==> src/rtl/vector_seq_ctrl.sv <==
// 6502 reset/NMI/IRQ/BRK entry sequencer: stack pushes, vector fetch, PC load.
// Optional VEC_CLR_D_EN: pulse clr_d alongside set_i in LOAD_PC (65C02).
module vector_seq_ctrl #(
  parameter int DATA_WIDTH = 8,
  parameter int ADDR_WIDTH = 16,
  parameter logic [ADDR_WIDTH-DATA_WIDTH-1:0] STACK_PAGE = 8'h01,
  parameter int RST_DUMMY = 3,
  parameter logic [ADDR_WIDTH-1:0] VEC_NMI = 16'hFFFA,
  parameter logic [ADDR_WIDTH-1:0] VEC_RST = 16'hFFFC,
  parameter logic [ADDR_WIDTH-1:0] VEC_IRQ = 16'hFFFE
) (
  input  logic                  clk,
  input  logic                  reset_n,
  input  logic                  nmi_n,
  input  logic                  irq_n,
  input  logic                  brk_req,
  input  logic                  inst_done,
  input  logic                  i_flag,
  input  logic [ADDR_WIDTH-1:0] pc,
  input  logic [DATA_WIDTH-1:0] p,
  input  logic [DATA_WIDTH-1:0] sp,
  input  logic [DATA_WIDTH-1:0] mem_din,
  input  logic                  mem_rdy,
  output logic [ADDR_WIDTH-1:0] mem_addr,
  output logic                  mem_re,
  output logic                  mem_we,
  output logic [DATA_WIDTH-1:0] mem_dout,
  output logic                  pc_we,
  output logic [ADDR_WIDTH-1:0] pc_din,
  output logic                  sp_we,
  output logic [DATA_WIDTH-1:0] sp_din,
  output logic                  set_i,
  output logic                  clr_d,
  output logic                  busy
);

  localparam int CW = (RST_DUMMY > 1) ? $clog2(RST_DUMMY) : 1;
  localparam logic [CW-1:0] LAST = CW'(RST_DUMMY - 1);

  typedef enum logic [3:0] {
    S_RST_HOLD,
    S_RST_DUMMY,
    S_IDLE,
    S_PUSH_PCH,
    S_PUSH_PCL,
    S_PUSH_P,
    S_FETCH_LO,
    S_FETCH_HI,
    S_LOAD_PC
  } state_t;

  state_t                  r_state;
  state_t                  w_next;
  logic                    r_nmi_prev;
  logic                    r_nmi_pend;
  logic [CW-1:0]           r_cnt;
  logic                    r_brk;
  logic [ADDR_WIDTH-1:0]   r_vec;
  logic [DATA_WIDTH-1:0]   r_lo;
  logic [DATA_WIDTH-1:0]   r_hi;

  logic                    w_nmi_fall;
  logic                    w_take_nmi;
  logic                    w_brk_next;
  logic                    w_vec_ld;
  logic [ADDR_WIDTH-1:0]   w_vec_val;
  logic [ADDR_WIDTH-1:0]   w_stack;
  logic [DATA_WIDTH-1:0]   w_sp_dec;
  logic [DATA_WIDTH-1:0]   w_p_push;

  assign w_nmi_fall = r_nmi_prev & ~nmi_n;
  assign w_stack    = {STACK_PAGE, sp};
  assign w_sp_dec   = sp - DATA_WIDTH'(1);

  // Pushed P: bit5 forced high, bit4 (B) marks a software BRK.
  always_comb begin
    w_p_push    = p;
    w_p_push[5] = 1'b1;
    w_p_push[4] = r_brk;
  end

  always_comb begin
    w_next     = r_state;
    w_take_nmi = 1'b0;
    w_brk_next = r_brk;
    w_vec_ld   = 1'b0;
    w_vec_val  = VEC_IRQ;
    mem_addr   = '0;
    mem_re     = 1'b0;
    mem_we     = 1'b0;
    mem_dout   = '0;
    pc_we      = 1'b0;
    pc_din     = '0;
    sp_we      = 1'b0;
    sp_din     = '0;
    set_i      = 1'b0;
    clr_d      = 1'b0;
    busy       = 1'b1;
    case (r_state)
      S_RST_HOLD: begin
        w_next = S_RST_DUMMY;
      end
      S_RST_DUMMY: begin
        mem_re   = 1'b1;
        mem_addr = w_stack;
        if (mem_rdy) begin
          sp_we  = 1'b1;
          sp_din = w_sp_dec;
          if (r_cnt == LAST) begin
            w_next    = S_FETCH_LO;
            w_vec_ld  = 1'b1;
            w_vec_val = VEC_RST;
          end
        end
      end
      S_IDLE: begin
        busy = 1'b0;
        if (inst_done) begin
          if (r_nmi_pend) begin
            w_next     = S_PUSH_PCH;
            w_brk_next = 1'b0;
          end else if (brk_req) begin
            w_next     = S_PUSH_PCH;
            w_brk_next = 1'b1;
          end else if (!irq_n && !i_flag) begin
            w_next     = S_PUSH_PCH;
            w_brk_next = 1'b0;
          end
        end
      end
      S_PUSH_PCH: begin
        mem_we   = 1'b1;
        mem_addr = w_stack;
        mem_dout = pc[ADDR_WIDTH-1:DATA_WIDTH];
        if (mem_rdy) begin
          sp_we  = 1'b1;
          sp_din = w_sp_dec;
          w_next = S_PUSH_PCL;
        end
      end
      S_PUSH_PCL: begin
        mem_we   = 1'b1;
        mem_addr = w_stack;
        mem_dout = pc[DATA_WIDTH-1:0];
        if (mem_rdy) begin
          sp_we  = 1'b1;
          sp_din = w_sp_dec;
          w_next = S_PUSH_P;
        end
      end
      S_PUSH_P: begin
        mem_we   = 1'b1;
        mem_addr = w_stack;
        mem_dout = w_p_push;
        if (mem_rdy) begin
          sp_we    = 1'b1;
          sp_din   = w_sp_dec;
          w_next   = S_FETCH_LO;
          w_vec_ld = 1'b1;
          // A pending NMI hijacks BRK/IRQ at the last moment.
          if (r_nmi_pend) begin
            w_vec_val  = VEC_NMI;
            w_take_nmi = 1'b1;
          end
        end
      end
      S_FETCH_LO: begin
        mem_re   = 1'b1;
        mem_addr = r_vec;
        if (mem_rdy) w_next = S_FETCH_HI;
      end
      S_FETCH_HI: begin
        mem_re   = 1'b1;
        mem_addr = r_vec + ADDR_WIDTH'(1);
        if (mem_rdy) w_next = S_LOAD_PC;
      end
      S_LOAD_PC: begin
        pc_we  = 1'b1;
        pc_din = {r_hi, r_lo};
        set_i  = 1'b1;
`ifdef VEC_CLR_D_EN
        clr_d  = 1'b1;
`endif
        w_next = S_IDLE;
      end
      default: w_next = S_RST_HOLD;
    endcase
  end

  always_ff @(posedge clk or negedge reset_n) begin
    if (!reset_n) begin
      r_state    <= S_RST_HOLD;
      r_nmi_prev <= 1'b1;
      r_nmi_pend <= 1'b0;
      r_cnt      <= '0;
      r_brk      <= 1'b0;
      r_vec      <= '0;
      r_lo       <= '0;
      r_hi       <= '0;
    end else begin
      r_state    <= w_next;
      r_nmi_prev <= nmi_n;
      r_brk      <= w_brk_next;
      // A new edge wins over a same-cycle clear.
      if (w_nmi_fall)      r_nmi_pend <= 1'b1;
      else if (w_take_nmi) r_nmi_pend <= 1'b0;
      if (r_state == S_RST_DUMMY && mem_rdy)
        r_cnt <= (r_cnt == LAST) ? '0 : r_cnt + CW'(1);
      if (w_vec_ld) r_vec <= w_vec_val;
      if (r_state == S_FETCH_LO && mem_rdy) r_lo <= mem_din;
      if (r_state == S_FETCH_HI && mem_rdy) r_hi <= mem_din;
    end
  end

endmodule

==> config.mk <==
export PLATFORM = sky130hd
export DESIGN_NAME = vector_seq_ctrl
export DESIGN_NICKNAME = d
export VERILOG_FILES = /design/src/rtl/vector_seq_ctrl.sv
export SDC_FILE = /design/constraint.sdc
export NUM_CORES = 1
export LEC_CHECK = 0
export CORE_MARGIN = 2
export CORE_UTILIZATION = 38
export DETAILED_ROUTE_END_ITERATION = 16
export GPL_TIMING_DRIVEN = 1
export PLACE_DENSITY_LB_ADDON = 0.12
export SLEW_MARGIN = 40
export SYNTH_ARGS = -nofsm -noshare
export SYNTH_HDL_FRONTEND = slang
export SYNTH_SLANG_ARGS = --single-unit
==> constraint.sdc <==
create_clock -name clk -period 1.9 [get_ports clk]
set_input_delay 0.38 -clock clk [delete_from_list [all_inputs] [get_ports clk]]
set_output_delay 0.38 -clock clk [all_outputs]
set_load 0.02 [all_outputs]
* After elaboration in Yosys (flattened, before gate mapping)
Index checks and enable logic that the tools add are counted.
W data, S select, Z words.
** Word-level totals
- Register bits after elaboration :: 41
- Input port bits :: 48
- Logic and storage cells :: 85
** Cells by class
- Add/subtract/negate cells :: 3
- Eq/ne operators :: 18
- Mux-type cells :: 40
- Bitwise operators :: 2
- Reductions and logical operators :: 14
** Operators with widths (number)
- $pmux W16 S3 :: 1
- $mux W4 :: 11
- $pmux W4 S9 :: 1
- $pmux W8 S3 :: 1
- $add A16 B1 Y16 const B :: 1
- $eq A4 B3 Y1 const B :: 4
- $mux W1 :: 16
- $mux W16 :: 1
- $mux W8 :: 2
- $ne A2 B2 Y1 const B :: 8
- $reduce_and A9 Y1 :: 1
- $eq A4 B2 Y1 const B :: 2
- $sub A8 B1 Y8 const B :: 1
- $mux W2 :: 3
- $mux W3 :: 2
- $pmux W3 S2 :: 1
- $reduce_or A3 Y1 :: 2
- $eq A4 B1 Y1 const B :: 1
- $eq A4 B4 Y1 const B :: 1
- $logic_and A1 B1 Y1 :: 4
- $logic_not A4 Y1 :: 1
- $ne A4 B4 Y1 const B :: 1
- $reduce_or A4 Y1 :: 1
- $reduce_and A3 Y1 :: 1
- 8 further kinds :: 9

* Longest topological paths before layout
Gate-level depths: netlist (run 1).
- Word-level depth :: 7
- Depth in mapped cells :: 6
- Gate-level depth less buffers :: 5

* Worst setup path after synthesis (run 1)
OpenSTA, ideal clock, no wires.
- Path type :: flip-flop to output port
- Start point :: reg r_state[0]
- End point :: out pc_din[10]
- Arrival time :: 1627 ps
- Required time :: 1520 ps
- Setup slack :: -107 ps
- Stages on the path, launching flop included :: 5
- Cells stage by stage :: dfrtp_1 > buf_4 > nor4b_2 > clkbuf_1 > and2_1
** Between the ends
- Cells in the longest elaborated chain, start to end :: 2
** Ends and longest elaborated chain
- start, declared :: line 52 : state_t r_state;
- start signal, assigned :: line 201 : r_state <= w_next;
- $eq A4 B4 Y1 :: line 99 : case (r_state)
- $mux W16 :: line 99
- end, declared :: line 29 : output logic [ADDR_WIDTH-1:0] pc_din,
Every way passes these cells.

* Worst setup path in the final report (run 1)
- Start point :: reg r_state[1]
- End point :: out sp_din[2]
** Between the ends
- Cells in the longest elaborated chain, start to end :: 3
- Elaborated cells between the ends (all ways) :: 6
** Ends and longest elaborated chain
- $eq A4 B1 Y1, or another cell as far along :: line 99
- $reduce_or A4 Y1 (no source line) *
- $mux W8 *
- end, declared :: line 31 : output logic [DATA_WIDTH-1:0] sp_din,
Every way passes the cells marked *; elsewhere a longest branch is shown, timed or not.

==> results of run 1 <==
-- sequential cells by signal (all words and copies together), names as in the netlist --
signal	flops
r_brk	1
r_hi	8
r_state	4
r_cnt	2
r_lo	8
r_nmi_pend	1
r_vec	3
r_nmi_prev	1
-- cell usage in the layout, fill, tap and decap left out, types with 6 or more instances in the layout --
cell,Yosys,final
inv_1,15,13
clkdlybuf4s50_1,0,38
dfrtp_1,27,25
buf_4,9,64
dlygate4sd2_1,0,7
a21o_1,6,6
buf_6,0,42
nand2_1,6,6
buf_2,1,12
nor2_1,22,16
mux2_2,18,18
a222oi_1,7,7
and2_4,0,16
-- metal layers --
layer / track usage, % / vias to the layer above / wire length (um)
met5: 0 / - / 0
met4: 6.790 / 0 / 141
met3: 4.972 / 15 / 294
met2: 43.54 / 61 / 3520
met1: 29.23 / 999 / 2764
li1: - / 981 / -
-- final timing paths --
check / from / to / slack, ns / depth (start not counted)
max: r_state[1] / sp_din[2] / -0.46 / 7
min: reset_n / r_state[2] / 0.48 / 2
max reg2reg: r_state[2] / r_vec[1] / -0.02 / 5
min reg2reg: r_vec[1] / r_vec[1] / 0.50 / 1
max in group asynchronous: reset_n / r_nmi_prev / 1.11 / 2
min in group clk: r_vec[1] / r_vec[1] / 0.50 / 1
-- worst max-delay path, delay by kind of cell (launching register included) --
family / cells / cell delay (ns)
simple gates: 4 / 0.73
buf+inv: 3 / 0.49
flops: 1 / 0.49
-- layout make-up --
| type | instances | share of cell area [%] |
|---|---|---|
| timing repair buffer | 166 | 42.44 |
| multi-input combinational | 135 | 32.00 |
| sequential | 28 | 19.99 |
| tap | 52 | 1.847 |
| inverter | 16 | 1.705 |
| clock buffer | 3 | 1.172 |
| clock inverter | 1 | 0.8523 |
-- power by group through the flow --
| stage | clock (mW) | combinational (mW) | sequential (mW) |
|---|---|---|---|
| floorplan | 0 | 1.68 | 0.992 |
| global placement | 0 | 3.00 | 1.03 |
| detailed placement | 0 | 3.04 | 1.04 |
| CTS | 0.479 | 3.28 | 1.06 |
| global route | 0.511 | 3.80 | 1.10 |
| finish | 0.480 | 3.59 | 1.07 |
-- stage by stage --
stage	cells	util [%]	total power [mW]	setup slack [ns]
2_1_floorplan	193	-	2.677	-0.09766
3_3_place_gp	369	69.09	4.032	-0.7393
3_5_place_dp	369	69.09	4.082	-0.7585
4_1_cts	397	76.21	4.819	-0.2567
5_1_grt	401	79.28	5.415	-0.4853
6_report	401	79.28	5.149	-0.4587
-- kinds of logic after synthesis --
group / count (synthesis) / synth area share [%]
muxes: 20 / 12.42
xor gates and xnor gates: 4 / 1.954
AOI/OAI and AO/OA: 37 / 15.21
DFF: 28 / 39.15
adders and majority gates: 1 / 0.6977
and+or+nand+nor: 71 / 21.91
buffers and inverters: 31 / 8.443
other: 1 / 0.2092
-- repair_timing --
action / 4_1_cts / 5_1_grt
gates resized for setup: 319 / 47
endpoints found under the hold margin: 0 / 0
setup endpoints to repair: 56 / 56
pin swaps: 29 / 4
buffers inserted: 20 / 5
gates cloned: 4 / 0
==> results.md, run 1 <==
* Status: finished, violations left
* Failing checks: negative setup slack
* Initial Util at about two fifths
* Synth cell count leaders: dfrtp_1, nor2_1, mux2_2, and2_1, inv_1
* Number of global-route vias before repair at about 2,100
* Flip-flop and latch area at 704.4 um2
* Post-route setup TNS at -10.66 ns
* Die Height at roughly 73 um
* Data required time of the worst path at 1.52 ns
* Initial antenna violation count at 0
* Yosys reg bits at 28
* CP max stage delay at about 0.49 ns
* Seq pwr share at about a fifth
* Cells after Synth at 193
* Worst EP arrival at between 1.5 and 2 ns
* Switching power at 2.171 mW
* MaxCap Viol Count at 0
* CTS buffer count at 3
* Cts hold-fix bufs at 0
* Syn Area/Cell at 9.290 um2
* CP max-delay cell: dfrtp_2
* 1st-iter DRT viols at around 160
* Top post-synthesis cells by area: dfrtp_1, mux2_2, and2_1, nor2_1, a222oi_1
* Placed wire-length estimate at between 4000 and 5000 um
* Peak Freq at roughly 420 MHz
* Post-synth top flop: dfrtp_1
* Final Hold Fails at 0
* Clock-pin slew on the worst setup and hold paths at 0.10 ns
* All-Layer GR Usage at approximately a quarter
* # rows at 24
* Post-Route WL at 6720 um
* Multi-input gate area at approximately 0.0011 mm2
* Die area at between 0.005 and 0.006 mm2
* Sw frac at around 42%
* Synth async-reset ratio at 100.0%
* Setup ws final at -0.4587 ns
* Post-synth EDFFs at 0
* Drt pass-1 iters at 4
* I/O Buffers at 99
* Sequential cell area fraction in the yosys report at 39.15%
* Post-route minimum period at approximately 2.4 ns
* Core Area at roughly 0.0044 mm2
* Worst path most repeated cell: buf_4
* Syn. warnings at 0
* Peak supply drop at about 0.78 mV
* First-pass GRT wire length at roughly 10,000 um
* N_diodes at 0
* Final Net Count at approximately 400
* IO Count at between 100 and 150
* Gpl congestion at 0.8425
* Placed Area at between 0.003 and 0.004 mm2
* Final setup fails at 52
* Residual DRC at 0
* Synth top area share at 37.68%
* Antenna viol nets, final at 0
* Crit Path Category: register to output pin
* CTS tree: done
* Final hold slack at just under 0.5 ns
* Synthesized area at between 0.0015 and 0.002 mm2
* Critical path startpoint category: register
* RSZ-0062 raised after global routing: yes
* Final worst path period share at 124.1%
* Area Growth Syn to Fin at 96.51%
* Clk root buf: clkbuf_8
* CTS HTree Levels at 1
* Via density per instance at about 5
* Count of cell types in the netlist at 45
* Filler cells at roughly 280
* Pin count of the biggest net entering global routing at 29
* Via count at about 2,000
* CP cell instances: buf_4 -> nor2b_4 -> nor2_2 -> buf_4 -> or3_4 -> nor2_1 -> buf_4
* Pwr/cell area at 1461 mW/mm2
* Routed length per placed instance at 16.76 um
* Min-Delay Path Class: input pin to asynchronous set/reset pin
* Internal Power at 2.978 mW
* Share of cells above drive strength 1 at between 50% and 60%
* Gr ovfl total at 0
* Die width at a little over 70 um
* Worst-skew pair later-pin latency at around 0.28 ns
* Clock Sinks at 28
* Leakage at between 1.5 and 2 nW
* Worst Path Max Fanout at 5
* Clock skew at ~0.0086 ns
* Final Instance Area at roughly 0.0035 mm2
* Area leader, netlist: dfrtp_1
* Max-slew violation count at 0
* Most common cell in the netlist: dfrtp_1
* Critical path endpoint category: output pin
* Maximum buffer depth of the clock tree at 2
* Clock group share of total power at roughly a tenth
* Logic pwr share at between 60% and 70%
* Synthesized Nets at 242
(Power assumes the default switching activity.)
==> run 2, diff against run 1 <==
GPL_TIMING_DRIVEN = not set   (was 1)
TNS_END_PERCENT = 1   (was not set)
==> results.md, run 2 (synthesized netlist as in run 1, its figures left out) <==
* Utilization after layout at between 70 and 80%
* 1st-iter DRT viols at roughly 140
* Number of global-route vias before repair at 1,937
* Critical path startpoint category: register
* Residual DRC at 0
* Final worst path period share at 114.7%
* Setup ws final at -0.2797 ns
* RSZ-0062 raised after global routing: yes
* CP cell instances: nor2b_1 -> nor2_1 -> or3_4 -> nor2_1 -> clkdlybuf4s15_2
* R2r endpoint: r_vec[1]
* Cts hold-fix bufs at 0
* Crit Path Category: register to output pin
* Reg2Reg Depth at 5
* Clock skew at about 0.0017 ns
* I/O Buffers at 99
* Die width at 72.69 um
* Status: finished, violations left
* Worst Path Max Fanout at 9
* Drt pass-1 iters at 6
* Die area at 0.005284 mm2
* Worst EP arrival at 1.80 ns
* Final Hold Fails at 0
* Initial antenna violation count at 0
* Share of cells above drive strength 1 at 48.82%
* N_diodes at 0
* Placed Area at between 0.003 and 0.004 mm2
* Max-slew violation count at 0
* CTS buffer count at 3
* R2R Setup Slk at -0.03 ns
* Critical path endpoint category: output pin
* Finished Layout Cells at between 300 and 400
* Via count at between 2,000 and 2,500
* Gpl congestion at 0.8425
* Clock-pin slew on the worst setup and hold paths at about 0.1 ns
* Gr ovfl total at 0
* Routed length per placed instance at 15.19 um
* IO Count at 103
* Worst-skew pair later-pin latency at about 0.28 ns
* Pwr/cell area at around 1400 mW/mm2
* Core Area at about 0.0044 mm2
* Placed wire-length estimate at ~4100 um
* # rows at 24
* Initial Util at slightly above 40%
* Placed insts at ~370
* Leakage at 1.639 nW
* Peak supply drop at about 0.75 mV
* Post-route minimum period at roughly 2.2 ns
* Final Net Count at around 390
* Via density per instance at slightly above 5
* Worst path most repeated cell: nor2_1
* CTS HTree Levels at 1
* Crit Reg-Reg Startpoint: r_state[2]
* CP max stage delay at about 0.48 ns
* Final setup fails at 50
* CTS tree: done
* All-Layer GR Usage at 21.90%
* Post-Route WL at about 6000 um
* Area Growth Syn to Fin at 82.83%
* Min-Delay Path Class: input pin to asynchronous set/reset pin
* Commonest non-fill, non-tap cell in the layout: buf_4
* Filler cells at about 330
* Data required time of the worst path at roughly 1.5 ns
* MaxCap Viol Count at 0
* Peak Freq at about 460 MHz
* Clk root buf: clkbuf_8
* Regs by FF count: r_hi (8), r_lo (8), r_state (4)
* First-pass GRT wire length at 9204 um
* Most frequent cells in the layout: buf_4, clkdlybuf4s50_1, dfrtp_1
* CP max-delay cell: dfrtp_2
* Maximum buffer depth of the clock tree at 2
* Failing checks: negative setup slack
* Antenna viol nets, final at 0
* Clock Sinks at 28
* Final Instance Area at 0.003278 mm2
* Die Height at ~73 um
* Pin count of the biggest net entering global routing at 29
-- run 2: how the worst max path moves through the flow --
stage               start         end  depth (start not counted)
2_1_floorplan  r_state[0]   sp_din[5]                          6
3_3_place_gp        sp[0]   sp_din[7]                          7
3_5_place_dp        sp[0]   sp_din[7]                          7
4_1_cts        r_state[2]       pc_we                          4
5_1_grt        r_state[1]  pc_din[12]                          6
6_report       r_state[1]   sp_din[0]                          5
-- run 2: through the flow --
| stage | hold slack [ns] | total power, mW | TNS [ns] | setup WS [ns] |
|---|---|---|---|---|
| final | 0.4875 | 4.593 | -8.243 | -0.2797 |
| after global routing | 0.5029 | 4.865 | -11.91 | -0.3482 |
| after detailed placement | 0.4492 | 4.082 | -22.01 | -0.7585 |
| after CTS | 0.4841 | 4.483 | -7.353 | -0.2691 |
| after floorplan | 0.08441 | 2.677 | -0.4734 | -0.09766 |
| after global placement | 0.4441 | 4.032 | -21.97 | -0.7393 |
-- run 2: routing by layer --
| layer | vias up | wire length [um] | global-route usage [%] |
|---|---|---|---|
| met4 | 0 | 53 | 4.733 |
| met3 | 6 | 269 | 4.006 |
| li1 | 959 | - | - |
| met2 | 47 | 3068 | 38.08 |
| met5 | - | 0 | 0 |
| met1 | 999 | 2533 | 28.41 |
-- run 2: report_power, final --
part	switching, mW	leakage (nW)	internal [mW]
clock	0.191	0.0357	0.282
combinational	1.58	1.27	1.48
sequential	0.181	0.330	0.872
-- run 2: critical path: cells and delay by family, from the launching register on --
family	cells	cell delay, ns
simple gates	4	0.77
buf+inv	1	0.26
flops	1	0.48
-- run 2: what timing repair did --
item / 4_1_cts / 5_1_grt
cloned: 3 / 0
pin swaps: 19 / 5
endpoints found under the setup margin: 56 / 56
buffers inserted: 9 / 5
resized for setup: 276 / 18
-- run 2: area by class of cell --
cell class                      count  area, um2  area share (%)
Tap cell                           52      65.06           1.985
Sequential cell                    28      704.4           21.49
Inverter                           16      60.06           1.832
Clock inverter                      1      30.03          0.9160
Timing Repair Buffer              156       1319           40.23
Clock buffer                        3      41.29           1.260
Multi-Input combinational cell    134       1059           32.29
==> run 3, diff against run 2 <==
CAP_MARGIN = 25   (was not set)
==> results of run 3 <==
Same layout as run 2: the final DEF is identical, and so are final timing and power.
